### src/rtl/apb_adder_master.sv
// APB requester for the adder peripheral: write A, write B, compute-read, return the sum.
// Latency 6 edges from accepted start to done with a zero-wait slave; stalls in ACCESS while PREADY=0, aborts after TIMEOUT.
module apb_adder_master #(
    parameter logic [31:0] ADDR_A   = 32'h0,
    parameter logic [31:0] ADDR_B   = 32'h1,
    parameter logic [31:0] ADDR_RES = 32'h2,
    parameter int          TIMEOUT  = 16
) (
    input  logic        PCLK,
    input  logic        PRESET,
    input  logic        start,
    input  logic [31:0] op_a,
    input  logic [31:0] op_b,
    output logic        busy,
    output logic        done,
    output logic        err,
    output logic [31:0] result,
    output logic        PSEL,
    output logic        PENABLE,
    output logic        PWRITE,
    output logic [31:0] PRWADDR,
    output logic [31:0] PRWDATA,
    output logic [1:0]  f,
    input  logic [31:0] PRDATA1,
    input  logic        PREADY
);

    typedef enum logic [2:0] {S_IDLE, S_SETUP, S_ACCESS, S_DONE, S_ERR} state_t;
    // Step encoding doubles as the slave function code.
    typedef enum logic [1:0] {STEP_A = 2'b01, STEP_B = 2'b10, STEP_RES = 2'b11} step_t;

    localparam int             CW        = $clog2(TIMEOUT + 1);
    localparam logic [CW-1:0]  WAIT_LAST = CW'(TIMEOUT - 1);

    state_t        state, state_d;
    step_t         step, step_d;
    logic [CW-1:0] wait_cnt, wait_d;
    logic [31:0]   opa_q, opa_d, opb_q, opb_d, result_d;
    logic          psel_d, penable_d, pwrite_d, busy_d, done_d, err_d;
    logic [31:0]   addr_d, wdata_d;
    logic [1:0]    f_d;

    always_comb begin
        state_d  = state;
        step_d   = step;
        wait_d   = wait_cnt;
        opa_d    = opa_q;
        opb_d    = opb_q;
        result_d = result;
        case (state)
            S_IDLE: begin
                if (start) begin
                    opa_d   = op_a;
                    opb_d   = op_b;
                    step_d  = STEP_A;
                    wait_d  = '0;
                    state_d = S_SETUP;
                end
            end
            S_SETUP: begin
                wait_d  = '0;
                state_d = S_ACCESS;
            end
            S_ACCESS: begin
                if (PREADY) begin
                    wait_d = '0;
                    case (step)
                        STEP_A: begin
                            step_d  = STEP_B;
                            state_d = S_SETUP;
                        end
                        STEP_B: begin
                            step_d  = STEP_RES;
                            state_d = S_SETUP;
                        end
                        default: begin
                            result_d = PRDATA1;
                            state_d  = S_DONE;
                        end
                    endcase
                end else if (wait_cnt == WAIT_LAST) begin
                    wait_d  = '0;
                    state_d = S_ERR;
                end else begin
                    wait_d = wait_cnt + 1'b1;
                end
            end
            default: state_d = S_IDLE;
        endcase

        // Bus outputs are decoded from the next state so they leave the block registered.
        psel_d    = (state_d == S_SETUP) || (state_d == S_ACCESS);
        penable_d = (state_d == S_ACCESS);
        busy_d    = (state_d != S_IDLE);
        done_d    = (state_d == S_DONE);
        err_d     = (state_d == S_ERR);
        pwrite_d  = 1'b0;
        addr_d    = '0;
        wdata_d   = '0;
        f_d       = 2'b00;
        if (psel_d) begin
            f_d = step_d;
            case (step_d)
                STEP_A: begin
                    pwrite_d = 1'b1;
                    addr_d   = ADDR_A;
                    wdata_d  = opa_d;
                end
                STEP_B: begin
                    pwrite_d = 1'b1;
                    addr_d   = ADDR_B;
                    wdata_d  = opb_d;
                end
                default: begin
                    pwrite_d = 1'b0;
                    addr_d   = ADDR_RES;
                    wdata_d  = '0;
                end
            endcase
        end
    end

    always_ff @(posedge PCLK or posedge PRESET) begin
        if (PRESET) begin
            state    <= S_IDLE;
            step     <= STEP_A;
            wait_cnt <= '0;
            opa_q    <= '0;
            opb_q    <= '0;
            result   <= '0;
            PSEL     <= 1'b0;
            PENABLE  <= 1'b0;
            PWRITE   <= 1'b0;
            PRWADDR  <= '0;
            PRWDATA  <= '0;
            f        <= 2'b00;
            busy     <= 1'b0;
            done     <= 1'b0;
            err      <= 1'b0;
        end else begin
            state    <= state_d;
            step     <= step_d;
            wait_cnt <= wait_d;
            opa_q    <= opa_d;
            opb_q    <= opb_d;
            result   <= result_d;
            PSEL     <= psel_d;
            PENABLE  <= penable_d;
            PWRITE   <= pwrite_d;
            PRWADDR  <= addr_d;
            PRWDATA  <= wdata_d;
            f        <= f_d;
            busy     <= busy_d;
            done     <= done_d;
            err      <= err_d;
        end
    end

endmodule

### config.mk
export PLATFORM = sky130hd
export DESIGN_NAME = apb_adder_master
export DESIGN_NICKNAME = d
export VERILOG_FILES = /design/src/rtl/apb_adder_master.sv
export SDC_FILE = /design/constraint.sdc
export NUM_CORES = 1
export LEC_CHECK = 0
export ABC_AREA = 1
export BUFFER_PORTS_ARGS = -buffer_cell sky130_fd_sc_hd__buf_2
export CORE_AREA = 4 4 116 118
export CTS_BUF_LIST = sky130_fd_sc_hd__clkbuf_4 sky130_fd_sc_hd__clkbuf_8
export CTS_CLUSTER_SIZE = 8
export DETAILED_ROUTE_END_ITERATION = 8
export DIE_AREA = 0 0 120 122
export PLACE_DENSITY_LB_ADDON = 0.1
export SLEW_MARGIN = 40
export SYNTH_ARGS = -nofsm -noshare
export SYNTH_HDL_FRONTEND = slang
export SYNTH_SLANG_ARGS = --single-unit
### constraint.sdc
create_clock -name PCLK -period 9.6 [get_ports PCLK]
set_input_delay 1.92 -clock PCLK [delete_from_list [all_inputs] [get_ports PCLK]]
set_output_delay 1.92 -clock PCLK [all_outputs]
set_load 0.1 [all_outputs]
==> reports/results.txt, run 1 <==
status = finished, final reports clean
Fmax = 216 MHz
Global Route Usage Sum = 22.7%
YS warnings = 0
H-tree levels = 4
vias in the first global route = 5416
max layer used = met4
CP max stage delay = 0.55 ns
Synth Area per Inst = 8.16 um2
area added between synthesis and finish = 18.0%
r2r worst-path depth = 10
largest net degree at the start of global routing = 84
HP Class = flop to flop
grt ovf = 0
Critical path origin = start
Hold Vio Cnt, Final = 0
Worst EP arrival = 5.01 ns
PostCTS Resize Cnt = 0
DR WL met2 = 7.76 mm
1st-iter DRT viols = 711
post-cts hold buffer count = 0
RR Endpoint = PRWDATA[2]
Ports = 204
Worst-Skew Late Latency = 0.44 ns
CP max stage cell = buf_4
Tightest Pin Transition = 0.761 ns
Routed WL per cell = 13.6 um
crit end category = flop
Starting Density = 56.9%
CTS tree = built
via/cell ratio = 4.79
DIE WIDTH = 120 um
Yosys cell types = 28
clk sinks = 148
Post-CTS Setup Bufs = 0
WHS Path Cells = 2
DIE AREA = 0.0146 mm2
IO buf count = 173
setup violators final = 0
DR vias = 5785
dpl hpwl = 10.4 mm
first-pass GRT wire length = 26.4 mm
GPL Wtd Cong = 0.811
dpl cell area = 0.00793 mm2
Crit Path Class = input port to flop
Final Critical Period = 4.64 ns
Finished Core Util = 67.1%
final period utilization = 48.3%
Die Height = 122 um
RSZ-0062 raised after global routing = false
cell repeated most along the worst path = buf_4
final instance area = 0.00837 mm2
CP Cell Sequence = buf_2, buf_4, nand3_2, buf_4, nand2_1, o21ai_0, ha_1, inv_1, buf_4, nand2_1, nor2_1
Clock Skew = 0.0106 ns
post-route setup TNS = 0 ns
TritonRoute pass-1 iters = 5
DRT antenna net count = 0
max cap viols = 0
cell area after synthesis = 0.00709 mm2
post-synthesis sequential area ratio = 52.3%
initial antenna violation count = 0
peak fanout along the critical path = 66
FP Rows = 41
max-slew violation count = 0
share of layout cells above drive strength 1 = 22.7%
ant diodes = 0
Startpoint Class = input port
WL met1 = 7.37 mm
R2R Setup Slk = 6.45 ns
WL final = 16.4 mm
Worst Path Required = 9.97 ns
Clock Root Buffer = clkbuf_8
CTS clk-pin slew, worst paths = 0.08 ns
worst r2r src = state[0]
clk buf depth = 2
Worst Setup EP = PRWDATA[2]
DRC viols = 0
core area = 0.0125 mm2
nets = 1127
Worst slew margin = 49.3%
Mapped Cells = 869
number of CTS-inserted buffers = 17
DR WL met3 = 934 um
flops & latches, synth = 148
## cell families (layout without fill, tap and decap cells)
group / count (synthesis) / in the layout / share of synthesized area, %
simple gates: 487 / 487 / 32.1
buf+inv: 221 / 359 / 14.0
flops: 148 / 148 / 52.3
compound gates: 7 / 7 / 0.688
fa+ha+maj: 4 / 4 / 0.706
other cells: 1 / 30 / 0.0529
xor+xnor: 1 / 1 / 0.124
## metal layers
layer	GRT usage (%)	vias to the layer above
met5	0	-
met4	8.73	0
met3	4.50	25
met2	35.5	180
met1	31.5	2682
li1	-	2898
## per-stage QoR
| stage | hold slack [ns] | instances | setup slack (ns) |
|---|---|---|---|
| after global routing | 0.506 | 1208 | 4.72 |
| final | 0.478 | 1208 | 4.96 |
| after CTS | 0.480 | 1208 | 4.97 |
| after global placement | 0.457 | 1174 | 4.58 |
| after floorplan | 0.468 | 898 | 3.70 |
| after detailed placement | 0.459 | 1176 | 4.51 |
## area by class of cell
cell class | instances | area (um2)
clock inverters | 14 | 185
well taps | 172 | 215
repair buffers | 184 | 967
flip-flops and latches | 148 | 3700
fillers | 1083 | 4100
inverters | 143 | 542
multi-input cells | 529 | 2500
clock buffers | 18 | 248
## state kept, by name, indices dropped and copies added (netlist names)
signal and count:
err 1, PRWADDR 2, result 32, PWRITE 1
done 1, PRWDATA 32, wait_cnt 5, state 3
busy 1, step 2, opa_q 32, opb_q 32
PENABLE 1, f 2, PSEL 1
## how the worst min path moves through the flow
stage / startpoint / end / slack, ns
6_report: result[20] / result[20] / 0.48
5_1_grt: result[8] / result[8] / 0.51
4_1_cts: result[20] / result[20] / 0.48
3_5_place_dp: result[20] / result[20] / 0.46
3_3_place_gp: result[20] / result[20] / 0.46
2_1_floorplan: wait_cnt[1] / wait_cnt[1] / 0.47
## placed cells by master, fill, tap and decap left out, types with 3 or more instances in the layout
master      count
and2_1         64
buf_2         173
buf_4           8
bufinv_16       4
clkbuf_8       18
clkinv_2        5
clkinvlp_4      3
conb_1         30
dfrtp_1       147
ha_1            4
inv_1         135
inv_2           7
nand2_1       238
nand2_2         4
nand3_1        68
nand4_1        66
nor2_1         40
o21ai_0         3
## synthesized netlist by cell type (all sizes together)
library cell,n,area share (%)
ha,4,0.71
dfstp,1,0.37
inv,143,7.6
nor2,42,2.4
buf,66,5.8
clkbuf,12,0.64
o22ai,1,0.18
conb,1,0.053
nand2,242,13
and2,64,5.6
o211ai,1,0.11
a21oi,1,0.071
nand4,66,5.8
nand3,69,4.9
nor3,2,0.14
dfrtp,147,52
o21ai,4,0.34
xor2,1,0.12
or2,2,0.18
## worst max-delay path, delay by kind of cell
kind	cells	cell delay [ns]
AO/OA/AOI/OAI	1	0.39
adder cells (fa/ha/maj)	1	0.32
buffers and inverters	5	1.71
AND/OR/NAND/NOR	4	0.61
Power of run 1 is left out: the tool's default activity adds up to more than one toggle a clock period on the data nets, which glitch-free logic cannot reach.
==> run 2: changes to the inputs <==
CORE_AREA = 4 4 126 128   (was 4 4 116 118)
DIE_AREA = 0 0 130 132   (was 0 0 120 122)
clock period = 3.8 ns   (was 9.6 ns; I/O delays follow)
==> run 2 against run 1 <==
  * Setup slack got worse by 3.9 ns
  * Clock-buffer cell count rose by 4
  * Final area rose by 0.88%
  * Die area rose by 17%
  * Sequential share of layout area fell by 0.39 points
  * Flip-flop and latch count did not move
  * Final cell count rose by 1.7%
  * First-iteration DRC count fell by 53%
  * Hold slack got worse by 0.11 ns
  * Critical endpoint is now PRWDATA[11]
==> reports/results.txt, run 2 (synthesis gave the netlist of run 1 again) <==
final period utilization = 71.2%
DRT antenna net count = 0
Worst EP arrival = 3.08 ns
commonest non-fill, non-tap cell in the layout = nand2_1
final instance area = 0.00844 mm2
dpl cell area = 0.00799 mm2
grt ovf = 0
Die Height = 132 um
Final Non-Filler Cells = 1228
Crit Path Class = flop to flop
clk sinks = 148
max cap viols = 0
PostCTS Resize Cnt = 0
share of layout cells above drive strength 1 = 23.0%
number of CTS-inserted buffers = 17
FP Rows = 45
RSZ-0062 raised after global routing = false
worst vdd ir = 486 uV
Clock Root Buffer = clkbuf_8
ant diodes = 0
core area = 0.0149 mm2
DIE AREA = 0.0172 mm2
Ports = 204
setup violators final = 0
Final Hold Slack = 0.367 ns
Post-CTS Setup Bufs = 0
status = finished, final reports clean
RR Endpoint = PRWDATA[11]
Hold Vio Cnt, Final = 0
DR vias = 5711
Worst-Skew Late Latency = 0.45 ns
post-cts hold buffer count = 0
setup ws final = 1.09 ns
GPL Wtd Cong = 0.789
vias in the first global route = 5583
total power = 8.72 mW
Startpoint Class = flop
Worst slew margin = 48.9%
P per Cell Area = 1030 mW/mm2
via/cell ratio = 4.65
Starting Density = 47.7%
Worst Path Required = 4.17 ns
initial antenna violation count = 0
1st-iter DRT viols = 337
WL final = 17.1 mm
Tightest Pin Transition = 0.767 ns
Routed WL per cell = 13.9 um
commonest cells after routing, fill and taps aside = nand2_1 (238), buf_2 (173), dfrtp_1 (147), inv_1 (135), nand3_1 (68)
IO buf count = 173
H-tree levels = 4
first-pass GRT wire length = 28.2 mm
CTS tree = built
Leak = 4.93 nW
r2r worst-path depth = 11
nets = 1131
DRC viols = 0
peak fanout along the critical path = 17
clk buf depth = 2
placed cell count = 1196
TritonRoute pass-1 iters = 4
Global Route Usage Sum = 20.7%
area added between synthesis and finish = 19.1%
crit end category = flop
dpl hpwl = 11.3 mm
pre-CTS WS = 0.917 ns
Finished Core Util = 56.8%
largest net degree at the start of global routing = 79
Fmax = 369 MHz
post-route setup TNS = 0 ns
DIE WIDTH = 130 um
HP Class = input port to async pin
worst r2r src = state[0]
CTS clk-pin slew, worst paths = 0.08 ns
R2R Setup Slk = 1.09 ns
max-slew violation count = 0
Clock Skew = 0.00762 ns
Final Critical Period = 2.71 ns
run 2: cell types whose count changed in the layout (fill, tap and decap cells not counted), sizes merged:
cell and delta:
buf +4, clkbuf +4, inv -1, clkinvlp -2
clkinv -1
run 2: worst max path at each step:
stage	slack, ns	cells past startpoint	from	end
CTS	1.04	11	state[0]	PRWDATA[11]
detailed placement	0.92	9	PREADY	PRWDATA[9]
global route	0.73	11	state[0]	PRWDATA[7]
finish	1.09	11	state[0]	PRWDATA[11]
global placement	1.0	8	PREADY	PRWADDR[1]
floorplan	1.18	1	PRESET	PENABLE
run 2: per-layer routing:
layer  routed length [um]  vias to the layer above  track usage, %  part of all wire (%)
met2                 8070                      158            32.3                    47
met5                    0                        -               0                     0
met1                 7850                     2629            29.3                    46
met3                  964                       16            4.54                   5.6
met4                  197                        0            5.60                   1.2
li1                     -                     2908               -                     -
run 2: final cells by class:
cell class | instances | area [um2]
Clock buffer | 22 | 303
Fill cell | 1445 | 6420
Sequential cell | 148 | 3700
Multi-Input combinational cell | 529 | 2500
Clock inverter | 10 | 150
Timing Repair Buffer | 188 | 1000
Tap cell | 188 | 235
Inverter | 143 | 541
run 2: worst max-delay path, stage by stage, from the launching register on:
cell	delay, ns
dfrtp_1	0.44
nor2_4	0.24
nand3_1	0.18
nand2_1	0.18
o21ai_0	0.19
inv_2	0.10
ha_1	0.59
buf_4	0.37
nand3_1	0.11
nand2_1	0.07
nand2_1	0.04
nor2_1	0.12
run 2: power breakdown:
| part | total, mW | internal (mW) | switching [mW] |
|---|---|---|---|
| logic | 4.94 | 1.11 | 3.84 |
| registers | 2.41 | 2.20 | 0.209 |
| clock network | 1.37 | 0.797 | 0.574 |
(Power assumes the default switching activity.)
==> run 3: changes to the inputs <==
CORE_AREA = 4 4 120 122   (was 4 4 126 128)
DIE_AREA = 0 0 124 126   (was 0 0 130 132)
clock period = 2.5 ns   (was 3.8 ns; I/O delays follow)
==> run 3 against run 2 <==
  * Clock power rose by 58%
  * First-iteration DRC count rose by 42%
  * Wire length fell by 0.47%
  * Critical endpoint is now PRWDATA[8]
==> reports/results.txt, run 3 (synthesis gave the netlist of run 1 again) <==
setup violators final = 0
CTS clk-pin slew, worst paths = 0.07 ns
Hold Vio Cnt, Final = 0
nets = 1137
FP Rows = 42
Leak = 4.97 nW
switching power = 7.02 mW
WL final = 17.0 mm
Fmax = 457 MHz
clk buf depth = 2
Starting Density = 53.7%
Final Critical Period = 2.19 ns
grt ovf = 0
Crit Path Class = flop to flop
area added between synthesis and finish = 20.1%
DIE WIDTH = 124 um
Worst slew margin = 52.3%
Global Route Usage Sum = 22.4%
Die Height = 126 um
combinational fraction of design power = 56.5%
DRC viols = 0
max cap viols = 0
status = finished, final reports clean
most used routing layer = met2
Switching Share = 52.3%
DRT antenna net count = 0
GPL Wtd Cong = 0.812
critical path's top delay family = buffers and inverters
routing usage on met2 = 34.6%
CTS tree = built
commonest cells after routing, fill and taps aside = nand2_1 (238), buf_2 (173), dfrtp_1 (147), inv_1 (135), nand3_1 (68)
CP Cell Sequence = nor2_4, nand3_1, o211ai_1, inv_2, ha_1, inv_1, buf_4, nand2_1, nor2_1
max-slew violation count = 0
core area = 0.0132 mm2
clock network power share = 16.1%
1st-iter DRT viols = 480
clk sinks = 148
largest net degree at the start of global routing = 66
RSZ-0062 raised after global routing = false
dpl hpwl = 11.6 mm
fillers = 1185
IO buf count = 173
initial antenna violation count = 0
P per Cell Area = 1580 mW/mm2
DIE AREA = 0.0156 mm2
Finished Core Util = 64.5%
post-cts hold buffer count = 0
CP max stage delay = 0.44 ns
Clock Skew = 0.00775 ns
share of layout cells above drive strength 1 = 23.4%
crit end category = flop
HP Class = input port to async pin
Routed WL per cell = 13.9 um
post-route setup TNS = 0 ns
Worst EP arrival = 2.56 ns
R2R Setup Slk = 0.31 ns
ant diodes = 0
Worst-Skew Late Latency = 0.44 ns
CP max stage cell = dfrtp_1
first-pass GRT wire length = 27.4 mm
Seq pwr share = 27.4%
Worst Path Required = 2.87 ns
Internal Power = 6.39 mW
number of CTS-inserted buffers = 17
Crit path buffers/inverters = 3
worst vdd ir = 728 uV
H-tree levels = 4
vias in the first global route = 5570
DR vias = 5796
Clock Root Buffer = clkbuf_8
peak fanout along the critical path = 9
TritonRoute pass-1 iters = 4
Ports = 204
PostCTS Resize Cnt = 0
met1 Use GR = 31.3%
met3 GRT Util = 5.34%
final period utilization = 87.6%
Tightest Pin Transition = 0.715 ns
via/cell ratio = 4.74
commonest non-fill, non-tap cell in the layout = nand2_1
Startpoint Class = flop
Post-CTS Setup Bufs = 0
[run 3: per-stage QoR]
| step | cells | total power [mW] | setup WS (ns) | instance area, um2 | hold slack, ns |
|---|---|---|---|---|---|
| 4_1_cts | 1222 | 13.5 | 0.298 | 8510 | 0.117 |
| 5_1_grt | 1222 | 14.3 | 0.101 | 8510 | 0.123 |
| 3_3_place_gp | 1189 | 11.2 | 0.219 | 8020 | 0.457 |
| 6_report | 1222 | 13.4 | 0.311 | 8510 | 0.122 |
| 2_1_floorplan | 898 | 9.88 | 0.140 | 7200 | 0.468 |
| 3_5_place_dp | 1190 | 11.3 | 0.158 | 8040 | 0.459 |
[run 3: power groups by stage]
stage	registers, mW	logic, mW	clock network [mW]
after global routing	3.77	8.24	2.31
final	3.67	7.58	2.16
after CTS	3.68	7.63	2.20
after detailed placement	3.71	7.60	0
after global placement	3.70	7.49	0
after floorplan	6.53	3.35	0
[run 3: worst reg2reg max path, cell delays in order, from the launching register on]
cell and delay (ns):
dfrtp_1 0.44, nor2_4 0.16, nand3_1 0.14, o211ai_1 0.37, inv_2 0.07, ha_1 0.31
inv_1 0.24, buf_4 0.23, nand2_1 0.06, nor2_1 0.09
[run 3: final timing paths]
check,startpoint,endpoint,cells after the start
min in group PCLK,PRDATA1[8],result[8],3
setup reg to reg,state[0],PRWDATA[8],9
hold reg to reg,result[12],result[12],2
hold / removal,PRESET,result[15],2
setup / recovery,state[0],PRWDATA[8],9
max in group asynchronous,PRESET,PRWDATA[3],3
[run 3: final cells by class]
cell class              instances  area, um2  area share (%)
flip-flops and latches        148       3700            43.5
multi-input cells             529       2500            29.4
repair buffers                194       1070            12.6
inverters                     143        541            6.35
clock buffers                  22        297            3.48
well taps                     176        220            2.59
clock inverters                10        175            2.06
[run 3: routing by layer]
layer  wire length (um)  vias up
met2               8100      178
met3               1000       29
met4                305        0
li1                   -     2925
met1               7600     2664
met5                  0        -
